===== src/rtl/dmem_arb_pkg.sv =====
// Shared types for the data-memory arbiter.
// Requester identity, memory request bundle and default memory size.
package dmem_arb_pkg;

    typedef enum logic [1:0] {
        SRC_NONE = 2'd0,
        SRC_CORE = 2'd1,
        SRC_DBG  = 2'd2
    } req_src_t;

    typedef struct packed {
        logic        we;
        logic [31:0] addr;
        logic [31:0] wdata;
    } mem_req_t;

    localparam int unsigned MEM_BYTES_DEFAULT = 4096;

    function automatic logic in_range(
        input logic [31:0] addr,
        input int unsigned bytes
    );
        return addr < bytes;
    endfunction

endpackage


===== src/rtl/dmem_arbiter_rr.sv =====
// Two-way round-robin arbiter.
// Bit 0 = core, bit 1 = dbg; prio_q names the side that wins a tie.
module rr_arbiter2 (
    input  logic       clk,
    input  logic       reset,
    input  logic [1:0] req_i,
    output logic [1:0] gnt_o
);

    logic prio_q;
    logic prio_d;

    always_comb begin
        gnt_o  = 2'b00;
        prio_d = prio_q;
        unique case (req_i)
            2'b01:   gnt_o = 2'b01;
            2'b10:   gnt_o = 2'b10;
            2'b11:   gnt_o = prio_q ? 2'b10 : 2'b01;
            default: gnt_o = 2'b00;
        endcase
        // after a grant, the loser gets the next tie
        if (gnt_o != 2'b00) begin
            prio_d = gnt_o[0];
        end
    end

    always_ff @(posedge clk) begin
        if (reset) begin
            prio_q <= 1'b0;
        end else begin
            prio_q <= prio_d;
        end
    end

endmodule


===== src/rtl/dmem_arbiter.sv =====
// Shares the data memory between the load/store unit and the debug port.
// One access per cycle; responses return one cycle after acceptance.
module dmem_arbiter
    import dmem_arb_pkg::*;
#(
    parameter int unsigned MEM_BYTES = MEM_BYTES_DEFAULT
) (
    input  logic        clk,
    input  logic        reset,
    input  logic        core_valid,
    input  logic        core_we,
    input  logic [31:0] core_addr,
    input  logic [31:0] core_wdata,
    output logic        core_ready,
    output logic        core_rvalid,
    output logic [31:0] core_rdata,
    output logic        core_err,
    input  logic        dbg_valid,
    input  logic        dbg_we,
    input  logic [31:0] dbg_addr,
    input  logic [31:0] dbg_wdata,
    output logic        dbg_ready,
    output logic        dbg_rvalid,
    output logic [31:0] dbg_rdata,
    output logic        dbg_err,
    output logic        mem_we,
    output logic [31:0] mem_read_addr,
    output logic [31:0] mem_write_addr,
    output logic [31:0] mem_write_data,
    input  logic [31:0] mem_read_data
);

    logic [1:0] req;
    logic [1:0] gnt;
    mem_req_t   sel;
    req_src_t   src_d, src_q;
    logic       err_d, err_q;
    logic       rd_d, rd_q;

    assign req = {dbg_valid & ~reset, core_valid & ~reset};

    rr_arbiter2 u_arb (
        .clk   (clk),
        .reset (reset),
        .req_i (req),
        .gnt_o (gnt)
    );

    assign core_ready = gnt[0];
    assign dbg_ready  = gnt[1];

    always_comb begin
        sel   = '0;
        src_d = SRC_NONE;
        unique case (1'b1)
            gnt[0]: begin
                sel   = '{we: core_we, addr: core_addr, wdata: core_wdata};
                src_d = SRC_CORE;
            end
            gnt[1]: begin
                sel   = '{we: dbg_we, addr: dbg_addr, wdata: dbg_wdata};
                src_d = SRC_DBG;
            end
            default: ;
        endcase
        // an out-of-range access still uses the slot but never reaches memory
        err_d          = (src_d != SRC_NONE) && !in_range(sel.addr, MEM_BYTES);
        rd_d           = (src_d != SRC_NONE) && !sel.we && !err_d;
        mem_we         = (src_d != SRC_NONE) && sel.we && !err_d;
        mem_write_addr = mem_we ? sel.addr : '0;
        mem_write_data = mem_we ? sel.wdata : '0;
        mem_read_addr  = rd_d ? sel.addr : '0;
    end

    always_ff @(posedge clk) begin
        if (reset) begin
            src_q <= SRC_NONE;
            err_q <= 1'b0;
            rd_q  <= 1'b0;
        end else begin
            src_q <= src_d;
            err_q <= err_d;
            rd_q  <= rd_d;
        end
    end

    // a response still in flight when reset arrives is suppressed
    assign core_rvalid = !reset && (src_q == SRC_CORE);
    assign dbg_rvalid  = !reset && (src_q == SRC_DBG);
    assign core_err    = core_rvalid && err_q;
    assign dbg_err     = dbg_rvalid && err_q;
    assign core_rdata  = (core_rvalid && rd_q) ? mem_read_data : '0;
    assign dbg_rdata   = (dbg_rvalid && rd_q) ? mem_read_data : '0;

endmodule


===== config.mk =====
export PLATFORM = sky130hd
export DESIGN_NAME = dmem_arbiter
export DESIGN_NICKNAME = d
export VERILOG_FILES = /design/src/rtl/dmem_arb_pkg.sv /design/src/rtl/dmem_arbiter_rr.sv /design/src/rtl/dmem_arbiter.sv
export SDC_FILE = /design/constraint.sdc
export NUM_CORES = 1
export LEC_CHECK = 0
export CORE_AREA = 2 2 129 131
export DETAILED_ROUTE_END_ITERATION = 10
export DIE_AREA = 0 0 131 133
export MAX_ROUTING_LAYER = met4
export REMOVE_ABC_BUFFERS = 1
export SLEW_MARGIN = 5
export SYNTH_ARGS = -nofsm -noshare
export SYNTH_HDL_FRONTEND = slang
export SYNTH_SLANG_ARGS = --single-unit

===== constraint.sdc =====
create_clock -name clk -period 2.2 [get_ports clk]
set_input_delay 0.44 -clock clk [delete_from_list [all_inputs] [get_ports clk]]
set_output_delay 0.44 -clock clk [all_outputs]
set_load 0.1 [all_outputs]

; Word-level counts from Yosys, hierarchy flattened
; Index checks and enable logic that the tools add are counted.
[totals]
input_bits = 166
elab_cells = 39
regBits = 5
output_inout_bits = 167
[classes]
n_eq_ne = 5
reduce_logical = 17
n_lt_le_gt_ge = 1
n_bitwise = 3
n_mux = 9
[op_table]
columns = op, n
row1 = 2-to-1 mux 32 bit, 5
row2 = one-hot mux 65 bit (2 select lines), 1
row3 = less-than comparator 32 x 13 -> 1 bit (second input constant), 1
row4 = logical AND 1 bit, 11
row5 = equality test 2 bit (second input constant), 3
row6 = one-hot mux 2 bit (3 select lines), 1
row7 = equality test 2 x 1 -> 1 bit (second input constant), 2
row8 = logical NOT 1 bit, 4
row9 = one-hot mux 2 bit (2 select lines), 1
row10 = nonzero test 2 bit, 2
row11 = bitwise AND 1 bit, 2
row12 = 2-to-1 mux 2 bit, 1
row13 = NOT 1 bit, 1

; Depth between registers and ports, before layout
; Gate-level depths: netlist of run 1.
[depth]
ltp_word = 11
ltp_mapped = 7
mapped_depth_nobuf = 5

; Hierarchy
; A second synthesis of run 1 with hierarchy kept.
[hier_totals]
cells_unflattened = 285
area_unflattened_um2 = 2119.5
[modules_own_cells]
columns = module, cells_each, area_each_um2, seq_area_each_um2, instances
row1 = dmem_arbiter, 279, 2069.5, 80.1, 1
row2 = rr_arbiter2, 6, 50.0, 20.0, 1

; Least setup slack after synthesis of run 1
; OpenSTA, ideal clock, no wires.
[synth_timing]
path_kind = input port to output port
startpoint = input dbg_valid
endpoint = output mem_write_data[22]
n_path_buf = 2
required_time_ns = 1.760
cell_stages = 6
slack_ns = -1.779
arrival_ns = 3.539
path_cell_list = a21oi_1 > and2_1 > buf_4 > clkbuf_1 > a22oi_1 > nor2_1
[synth_via]
elab_chain_len = 10
word_cells_on_any_way = 15
classes_between = 1 x order compare / 3 x eq/ne / 4 x mux / 1 x bitwise / 6 x reduce/logical
[synth_lines]
columns = element, line_no
row1 = "start, declared", dmem_arbiter.sv:18  ; input logic dbg_valid,
row2 = bitwise AND 1 bit (*), dmem_arbiter.sv:40  ; assign req = {dbg_valid & ~reset, core_valid & ~reset};
row3 = equality test 2 bit or equality test 2 x 1 -> 1 bit (tied branches), dmem_arbiter_rr.sv:16  ; unique case (req_i)
row4 = one-hot mux 2 bit (3 select lines) (*), dmem_arbiter_rr.sv:16
row5 = named net core_ready, dmem_arbiter.sv:14  ; output logic core_ready,
row6 = one-hot mux 65 bit (2 select lines), dmem_arbiter.sv:55  ; unique case (1'b1)
row7 = less-than comparator 32 x 13 -> 1 bit, dmem_arb_pkg.sv:23  ; return addr < bytes;
row8 = logical NOT 1 bit, dmem_arbiter.sv:67  ; err_d = (src_d != SRC_NONE) && !in_range(sel.addr, MEM_BYTES);
row9 = logical AND 1 bit, dmem_arbiter.sv:67
row10 = logical NOT 1 bit, dmem_arbiter.sv:69  ; mem_we = (src_d != SRC_NONE) && sel.we && !err_d;
row11 = logical AND 1 bit, dmem_arbiter.sv:69
row12 = 2-to-1 mux 32 bit (*), dmem_arbiter.sv:71  ; mem_write_data = mem_we ? sel.wdata : '0;
row13 = "end, declared", dmem_arbiter.sv:29  ; output logic [31:0] mem_write_data,
; The timed path passes the listed nets; every way through them passes the cells marked *.

; Worst setup path in the final report of run 1
[layout_timing]
startpoint = input dbg_addr[25]
endpoint = output mem_write_data[26]
[layout_via]
elab_chain_len = 7
[layout_lines]
columns = element, line_no
row1 = "start, declared", dmem_arbiter.sv:20  ; input logic [31:0] dbg_addr,
row2 = one-hot mux 65 bit (2 select lines), dmem_arbiter.sv:55
row3 = less-than comparator 32 x 13 -> 1 bit, dmem_arb_pkg.sv:23
row4 = logical NOT 1 bit, dmem_arbiter.sv:67
row5 = logical AND 1 bit, dmem_arbiter.sv:67
row6 = logical NOT 1 bit, dmem_arbiter.sv:69
row7 = logical AND 1 bit, dmem_arbiter.sv:69
row8 = 2-to-1 mux 32 bit, dmem_arbiter.sv:71
; Every way passes these cells.

==> reports/summary.txt, run 1 <==
DRT
---------------------------------------------------------------------------------
1st-iter DRT viols                                                             78
DRT Pass-1 Iters                                                                4
Routed wire per std cell                                                  16.6 µm
Routed Wire Length                                                       13600 µm
Via count of the routed design                                               3309
Post-DR vias/cell                                                            4.04
Detail Route Antenna Nets                                                       0
Drc violations                                                                  0

FINAL LAYOUT
---------------------------------------------------------------------------------
Area growth from synthesis to final layout                                   301%
Total non-filler cell area in the finished layout                     0.00738 mm²
Total area of sequential cells                                            104 µm²
Ratio of cells with drive above 1 in the final layout                       46.2%
Filler Cells Inserted                                                        1474
Fin nets                                                                      765
Utilization after layout                                                    45.6%
Area of the multi-input gates                                         0.00196 mm²

CTS
---------------------------------------------------------------------------------
Clock Tree Root                                                      sky130_fd_sc_hd__clkbuf_16
CTS tree                                                                    built
Hold bufs inserted after CTS                                                    0
Total clock buffers created by CTS                                              3
CTS max path bufs                                                               2
Worst-path clk slew                                                       0.03 ns
Source-to-sink clock delay at the later pin of the worst-skew pair        0.23 ns
H-tree depth reported by CTS                                                    1
Total clock sinks                                                               5

WORST SETUP PATH
---------------------------------------------------------------------------------
Arrival time of the worst setup path                                      2.12 ns
Register-to-Register Path Depth                                                10
Reg-to-reg critical path endpoint                                            rd_q
Critical Path Sink                                                   mem_write_data[26]
Type of element capturing the critical path                           output port
Flop-to-flop setup slack                                                  0.54 ns
Largest stage delay, worst path                                           0.26 ns
Reg2reg start                                                        u_arb.prio_q
Worst-path cell with the longest stage delay                         sky130_fd_sc_hd__nor4_4
CP required                                                               1.76 ns
Critical Path Source                                                 dbg_addr[25]
Critical path startpoint category                                    primary input
Sequence of cells on the critical path                               buf_6 > nor4_4 > nand2_1 > o41ai_4 > buf_4 > nand4_4 > buf_8 > clkbuf_16 > nor2_4 > buf_12
Critical Path Fanout Max                                                        5
Type of the setup path with the least slack                          primary input to output port

GLOBAL ROUTE
---------------------------------------------------------------------------------
Total congestion overflow                                                       0
Via count of the first global-routing pass                                   3310
Antenna violations before repair                                                1
All-layer global routing usage                                              13.9%
Maximum number of pins on one net before global-route repair                   65
Wire length of the first global-routing pass                             18200 µm

PWR
---------------------------------------------------------------------------------
Post-route total power                                                    1.70 mW
Power per standard cell area                                           230 mW/mm²
Static power due to leakage                                               3.08 nW
Peak ir drop on the vdd network                                          0.172 mV

SYNTHESIS
---------------------------------------------------------------------------------
Avg Cell Area, Syn                                                       6.59 µm²
Xor/xnor share of the synthesized area                                         0%
Top area cells in the synthesized netlist                            sky130_fd_sc_hd__and3_1, sky130_fd_sc_hd__a22oi_1, sky130_fd_sc_hd__buf_4
Post-synthesis register bit count                                               5
Most instantiated cells after synthesis                              sky130_fd_sc_hd__and3_1, sky130_fd_sc_hd__nor2_1, sky130_fd_sc_hd__a22oi_1
Multiplexer area fraction after synthesis                                      0%
Async SR Flop Fraction                                                         0%
Post-synthesis cell count                                                     279
Area of the mapped netlist                                            0.00184 mm²
Cell taking the most area after synthesis                            sky130_fd_sc_hd__and3_1
Unique masters post-synth                                                      28
Synth warnings                                                                  0
Number of flops mapped to enable cells by yosys                                 0
Top_reg_cell synth                                                   sky130_fd_sc_hd__dfxtp_1
Synth Area in Compound Gates                                                22.3%
Cell with the most instances after synthesis                         sky130_fd_sc_hd__and3_1
Fraction of the mapped netlist area in adder cells                             0%
Portion of synthesized cell area occupied by the leading cell type          21.8%
Share of the yosys chip area belonging to registers                         5.45%
Main combinational cell family by area after synthesis               simple AND/OR/NAND/NOR gates
Simple logic cell fraction of the synthesized area                          47.0%

MIN PATH
---------------------------------------------------------------------------------
Class of the tightest hold or removal check                          flip-flop to flip-flop

STATUS
---------------------------------------------------------------------------------
Status                                                               finished with violations
Violations in the final reports                                      negative setup slack

TIMING
---------------------------------------------------------------------------------
Slew margin rel.                                                            65.5%
Total of endpoints with negative setup slack in the final report               57
Number of failing hold endpoints at the final stage                             0
Clk_skew                                                              0.000739 ns
Post-route fraction of the period consumed by the critical path              116%
Minimum clock period after layout                                         2.56 ns
Highest attainable clock frequency                                        391 MHz
Total count of max-transition violations in the final report                    0
Final sum of negative setup slack                                       -17.92 ns
Unrepaired setup endpoints after global routing                               yes
Final Hold Slack                                                         0.524 ns
Worst-Margin Slew                                                        0.518 ns
Setup ws final                                                          -0.357 ns

FLOORPLAN
---------------------------------------------------------------------------------
Die height                                                                 133 µm
Placement row count                                                            47
# IOs                                                                         333
Area of the placeable core                                             0.0162 mm²
Initial Util                                                                11.4%
DIE AREA                                                               0.0174 mm²
Horizontal die dimension                                                   131 µm

JOB
---------------------------------------------------------------------------------
Number of violations of the max-capacitance limit                               0

PLACED DESIGN
---------------------------------------------------------------------------------
Number of input and output port buffers inserted                              292
Placed inst area                                                      0.00624 mm²
Gp weighted congestion                                                      0.744
DP HPWL                                                                   9700 µm

critical path, delay by kind of cell:
kind | cells | cell delay (ns)
compound gates | 1 | 0.22
buf+inv | 5 | 0.82
simple gates | 4 | 0.64
power breakdown:
group / switching, mW / total, mW / internal, mW
registers: 0.00578 / 0.104 / 0.0980
clock network: 0.0594 / 0.300 / 0.240
logic: 0.779 / 1.29 / 0.514
worst min-delay path by stage:
stage,depth (start not counted),to,slack (ns),start
after global placement,1,u_arb.prio_q,0.58,u_arb.prio_q
after floorplan,1,u_arb.prio_q,0.54,u_arb.prio_q
final,1,u_arb.prio_q,0.52,u_arb.prio_q
after global routing,1,u_arb.prio_q,0.54,u_arb.prio_q
after CTS,1,u_arb.prio_q,0.54,u_arb.prio_q
after detailed placement,1,u_arb.prio_q,0.60,u_arb.prio_q
metal layers:
layer	vias up	wire length, µm	GRT usage [%]
li1	1571	-	-
met1	1534	4710	14.9
met2	200	7630	26.3
met3	4	1140	2.71
met4	0	95	2.25
met5	-	0	-
flip-flops by register name, summed over array words and instances (netlist names):
name,cells
src_q,2
u_arb.prio_q,1
rd_q,1
err_q,1
cells by family after synthesis:
family,after synthesis
AOI/OAI and AO/OA,50
buffers and inverters,70
DFF,5
other,1
and+or+nand+nor,153
per-stage QoR:
stage               worst slack (ns)  std cells
global placement              -0.722        783
CTS                           -0.501        807
global route                  -0.475        819
detailed placement            -0.749        783
floorplan                      -3.13        250
finish                        -0.357        819
final cells by class:
type                    instances  area share, %
well taps                     220           3.73
flip-flops and latches          5           1.41
clock buffers                   4           1.07
inverters                       2          0.271
diodes                          1         0.0339
repair buffers                344           67.0
multi-input cells             243           26.5
layout by cell type (no fill, tap or decap), drive strengths merged, types with 2 or more instances in the layout:
cell type      synthesis  routed
buf                   48     182
and2                   4       4
dlygate4sd2            0      10
a22oi                 46      46
nand3                  2       2
conb                   1      40
clkdlybuf4s50          0     123
bufbuf                 0       2
nor2                  58      58
clkbuf                20      11
clkdlybuf4s15          0       5
dlymetal6s2s           0      15
nor4                   9       9
or3b                   2       2
nand2                  6       6
nand4                  3       3
nor3b                  2       2
dfxtp                  5       5
and3                  64      64
timing repair:
action / in CTS / in global routing
endpoints found under the setup margin: 127 / 60
pin swaps: 37 / 46
setup buffers: 14 / 7
resized for setup: 181 / 51
cloned: 6 / 5
Note: power is estimated with default switching activity, not from simulation.
==> run 2: changes to the inputs <==
--- a/config.mk
+++ b/config.mk
@@ -6,6 +6,7 @@
 export NUM_CORES = 1
 export LEC_CHECK = 0
 export CORE_AREA = 2 2 129 131
+export CTS_BUF_LIST = sky130_fd_sc_hd__clkbuf_4 sky130_fd_sc_hd__clkbuf_8 sky130_fd_sc_hd__clkbuf_16
 export DETAILED_ROUTE_END_ITERATION = 10
 export DIE_AREA = 0 0 131 133
 export MAX_ROUTING_LAYER = met4
==> reports/summary.txt, run 2 (synthesis gave the netlist of run 1 again) <==
STATUS
---------------------------------------------------------------------------------
Violations in the final reports                                      negative setup slack
Status                                                               finished with violations

JOB
---------------------------------------------------------------------------------
Number of violations of the max-capacitance limit                               0   unchanged

WORST SETUP PATH
---------------------------------------------------------------------------------
Type of the setup path with the least slack                          primary input to output port
Critical Path Source                                                 dbg_addr[25]
Critical Path Sink                                                   mem_write_data[26]
Critical Path Fanout Max                                                        5   unchanged
Reg-to-reg critical path endpoint                                            rd_q
Type of element capturing the critical path                           output port
Arrival time of the worst setup path                                      2.12 ns   about the same
CP required                                                               1.76 ns   about the same
Flop-to-flop setup slack                                                  0.54 ns   about the same
Critical path startpoint category                                    primary input
Register-to-Register Path Depth                                                10   unchanged
Reg2reg start                                                        u_arb.prio_q

CTS
---------------------------------------------------------------------------------
Worst-path clk slew                                                       0.03 ns   about the same
Total clock sinks                                                               5   unchanged
CTS max path bufs                                                               2   unchanged
CTS tree                                                                    built
Clock Tree Root                                                      sky130_fd_sc_hd__clkbuf_16
Total clock buffers created by CTS                                              3   unchanged
H-tree depth reported by CTS                                                    1   unchanged
Source-to-sink clock delay at the later pin of the worst-skew pair        0.23 ns   about the same

PWR
---------------------------------------------------------------------------------
Internal Power                                                             865 µW   +1.4%
Switching share of power                                                    49.4%   -0.37 points
Switching power                                                            843 µW   about the same
Fraction of power consumed by combinational cells                           75.7%   -0.5 points
Power per standard cell area                                           231 mW/mm²   +0.64%
Share of total power in the clock network                                   18.2%   +0.5 points
Sequential share of power                                                    6.1%   about the same
Peak ir drop on the vdd network                                          0.172 mV   +0.14%
Static power due to leakage                                               3.09 nW   +0.11%
Post-route total power                                                    1.71 mW   +0.69%

PLACED DESIGN
---------------------------------------------------------------------------------
Number of input and output port buffers inserted                              292   unchanged
DP HPWL                                                                   9700 µm   unchanged
Gp weighted congestion                                                      0.744   unchanged

FINAL LAYOUT
---------------------------------------------------------------------------------
Max FFs per register                                                            2   unchanged
Utilization after layout                                                    45.7%   about the same
Most common cell after layout, fill and taps aside                   sky130_fd_sc_hd__buf_12
Fin nets                                                                      765   unchanged
Highest-count cells in the layout ignoring fill and taps             sky130_fd_sc_hd__buf_12, sky130_fd_sc_hd__clkdlybuf4s50_1, sky130_fd_sc_hd__and3_1, sky130_fd_sc_hd__nor2_4, sky130_fd_sc_hd__a22oi_1
Area growth from synthesis to final layout                                   302%   about the same
Register with the most flip-flops                                           src_q
Ratio of cells with drive above 1 in the final layout                       46.3%   +0.17 points

TIMING
---------------------------------------------------------------------------------
Clk_skew                                                              0.000398 ns   -0.000342 ns
Unrepaired setup endpoints after global routing                               yes
Slew margin rel.                                                            65.5%   unchanged
Worst-Margin Slew                                                        0.518 ns   unchanged
Setup ws final                                                          -0.357 ns   -0.0000230 ns
Highest attainable clock frequency                                        391 MHz   about the same
Number of failing hold endpoints at the final stage                             0   unchanged
Final Hold Slack                                                         0.524 ns   unchanged
Minimum clock period after layout                                         2.56 ns   +0.0000230 ns
Post-route fraction of the period consumed by the critical path              116%   about the same
Total count of max-transition violations in the final report                    0   unchanged
Total of endpoints with negative setup slack in the final report               57   unchanged

MIN PATH
---------------------------------------------------------------------------------
Class of the tightest hold or removal check                          flip-flop to flip-flop

GLOBAL ROUTE
---------------------------------------------------------------------------------
Maximum number of pins on one net before global-route repair                   65   unchanged
Via count of the first global-routing pass                                   3310   unchanged
Total congestion overflow                                                       0   unchanged
Antenna violations before repair                                                1   unchanged
All-layer global routing usage                                              13.9%   unchanged
Wire length of the first global-routing pass                             18200 µm   unchanged

DRT
---------------------------------------------------------------------------------
DRT Pass-1 Iters                                                                4   unchanged
Detail Route Antenna Nets                                                       0   unchanged
1st-iter DRT viols                                                             78   unchanged
Routed Wire Length                                                       13600 µm   about the same
Drc violations                                                                  0   unchanged
Post-DR vias/cell                                                            4.04   about the same
Via count of the routed design                                               3310   +0.030%
Routed wire per std cell                                                  16.6 µm   about the same

FLOORPLAN
---------------------------------------------------------------------------------
Initial Util                                                                11.4%   unchanged
# IOs                                                                         333   unchanged
DIE AREA                                                               0.0174 mm²   unchanged
Die height                                                                 133 µm   unchanged
Area of the placeable core                                             0.0162 mm²   unchanged
Horizontal die dimension                                                   131 µm   unchanged
Placement row count                                                            47   unchanged

==> run 2: through the flow <==
step	cells	setup TNS (ns)	setup WS, ns	instance area (µm²)
6_report	819	-17.93	-0.357	7380
5_1_grt	819	-24.16	-0.475	7380
4_1_cts	807	-24.37	-0.501	7050
3_5_place_dp	783	-51.12	-0.749	6240
3_3_place_gp	783	-50.58	-0.722	6240
2_1_floorplan	250	-333.72	-3.13	1530
==> run 2: worst max-delay path, cell delays in order <==
cell and delay [ns]:
sky130_fd_sc_hd__buf_6 0.10, sky130_fd_sc_hd__nor4_4 0.26, sky130_fd_sc_hd__nand2_1 0.12, sky130_fd_sc_hd__o41ai_4 0.22
sky130_fd_sc_hd__buf_4 0.18, sky130_fd_sc_hd__nand4_4 0.13, sky130_fd_sc_hd__buf_8 0.19, sky130_fd_sc_hd__clkbuf_16 0.17
sky130_fd_sc_hd__nor2_4 0.13, sky130_fd_sc_hd__buf_12 0.18
==> run 2: how the worst min path moves through the flow <==
stage / from / to / slack [ns] / depth (start not counted)
3_3_place_gp: u_arb.prio_q / u_arb.prio_q / 0.58 / 1
2_1_floorplan: u_arb.prio_q / u_arb.prio_q / 0.54 / 1
5_1_grt: u_arb.prio_q / u_arb.prio_q / 0.54 / 1
3_5_place_dp: u_arb.prio_q / u_arb.prio_q / 0.60 / 1
4_1_cts: u_arb.prio_q / u_arb.prio_q / 0.54 / 1
6_report: u_arb.prio_q / u_arb.prio_q / 0.52 / 1
==> run 2: layer usage <==
layer  share of wire [%]  up-vias  track usage (%)
met3                 8.4        4             2.71
met2                  56      200             26.3
li1                    -     1571                -
met1                  35     1535             14.9
met4                0.70        0             2.25
met5                   0        -                -
==> run 2: area by class of cell <==
| type | count | area, µm² |
|---|---|---|
| Timing Repair Buffer | 344 | 4940 |
| Multi-Input combinational cell | 243 | 1960 |
| Fill cell | 1474 | 8790 |
| Inverter | 2 | 20.0 |
| Sequential cell | 5 | 104 |
| Clock buffer | 4 | 82.6 |
| Antenna cell | 1 | 2.50 |
| Tap cell | 220 | 275 |
==> run 2: power by group through the flow <==
stage / clock network [mW] / logic [mW] / registers (mW)
after floorplan: 0 / 0.590 / 0.109
final: 0.311 / 1.29 / 0.104
after global placement: 0 / 1.10 / 0.104
after detailed placement: 0 / 1.10 / 0.104
after CTS: 0.315 / 1.24 / 0.103
after global routing: 0.322 / 1.35 / 0.105
==> run 2: timing repair <==
| item | 4_1_cts | 5_1_grt |
|---|---|---|
| buffers inserted | 14 | 7 |
| hold buffers | 0 | 0 |
| pin swaps | 37 | 46 |
| hold endpoints to repair | 0 | 0 |
| gates resized for setup | 181 | 51 |
| cloned | 6 | 5 |
| endpoints found under the setup margin | 127 | 60 |
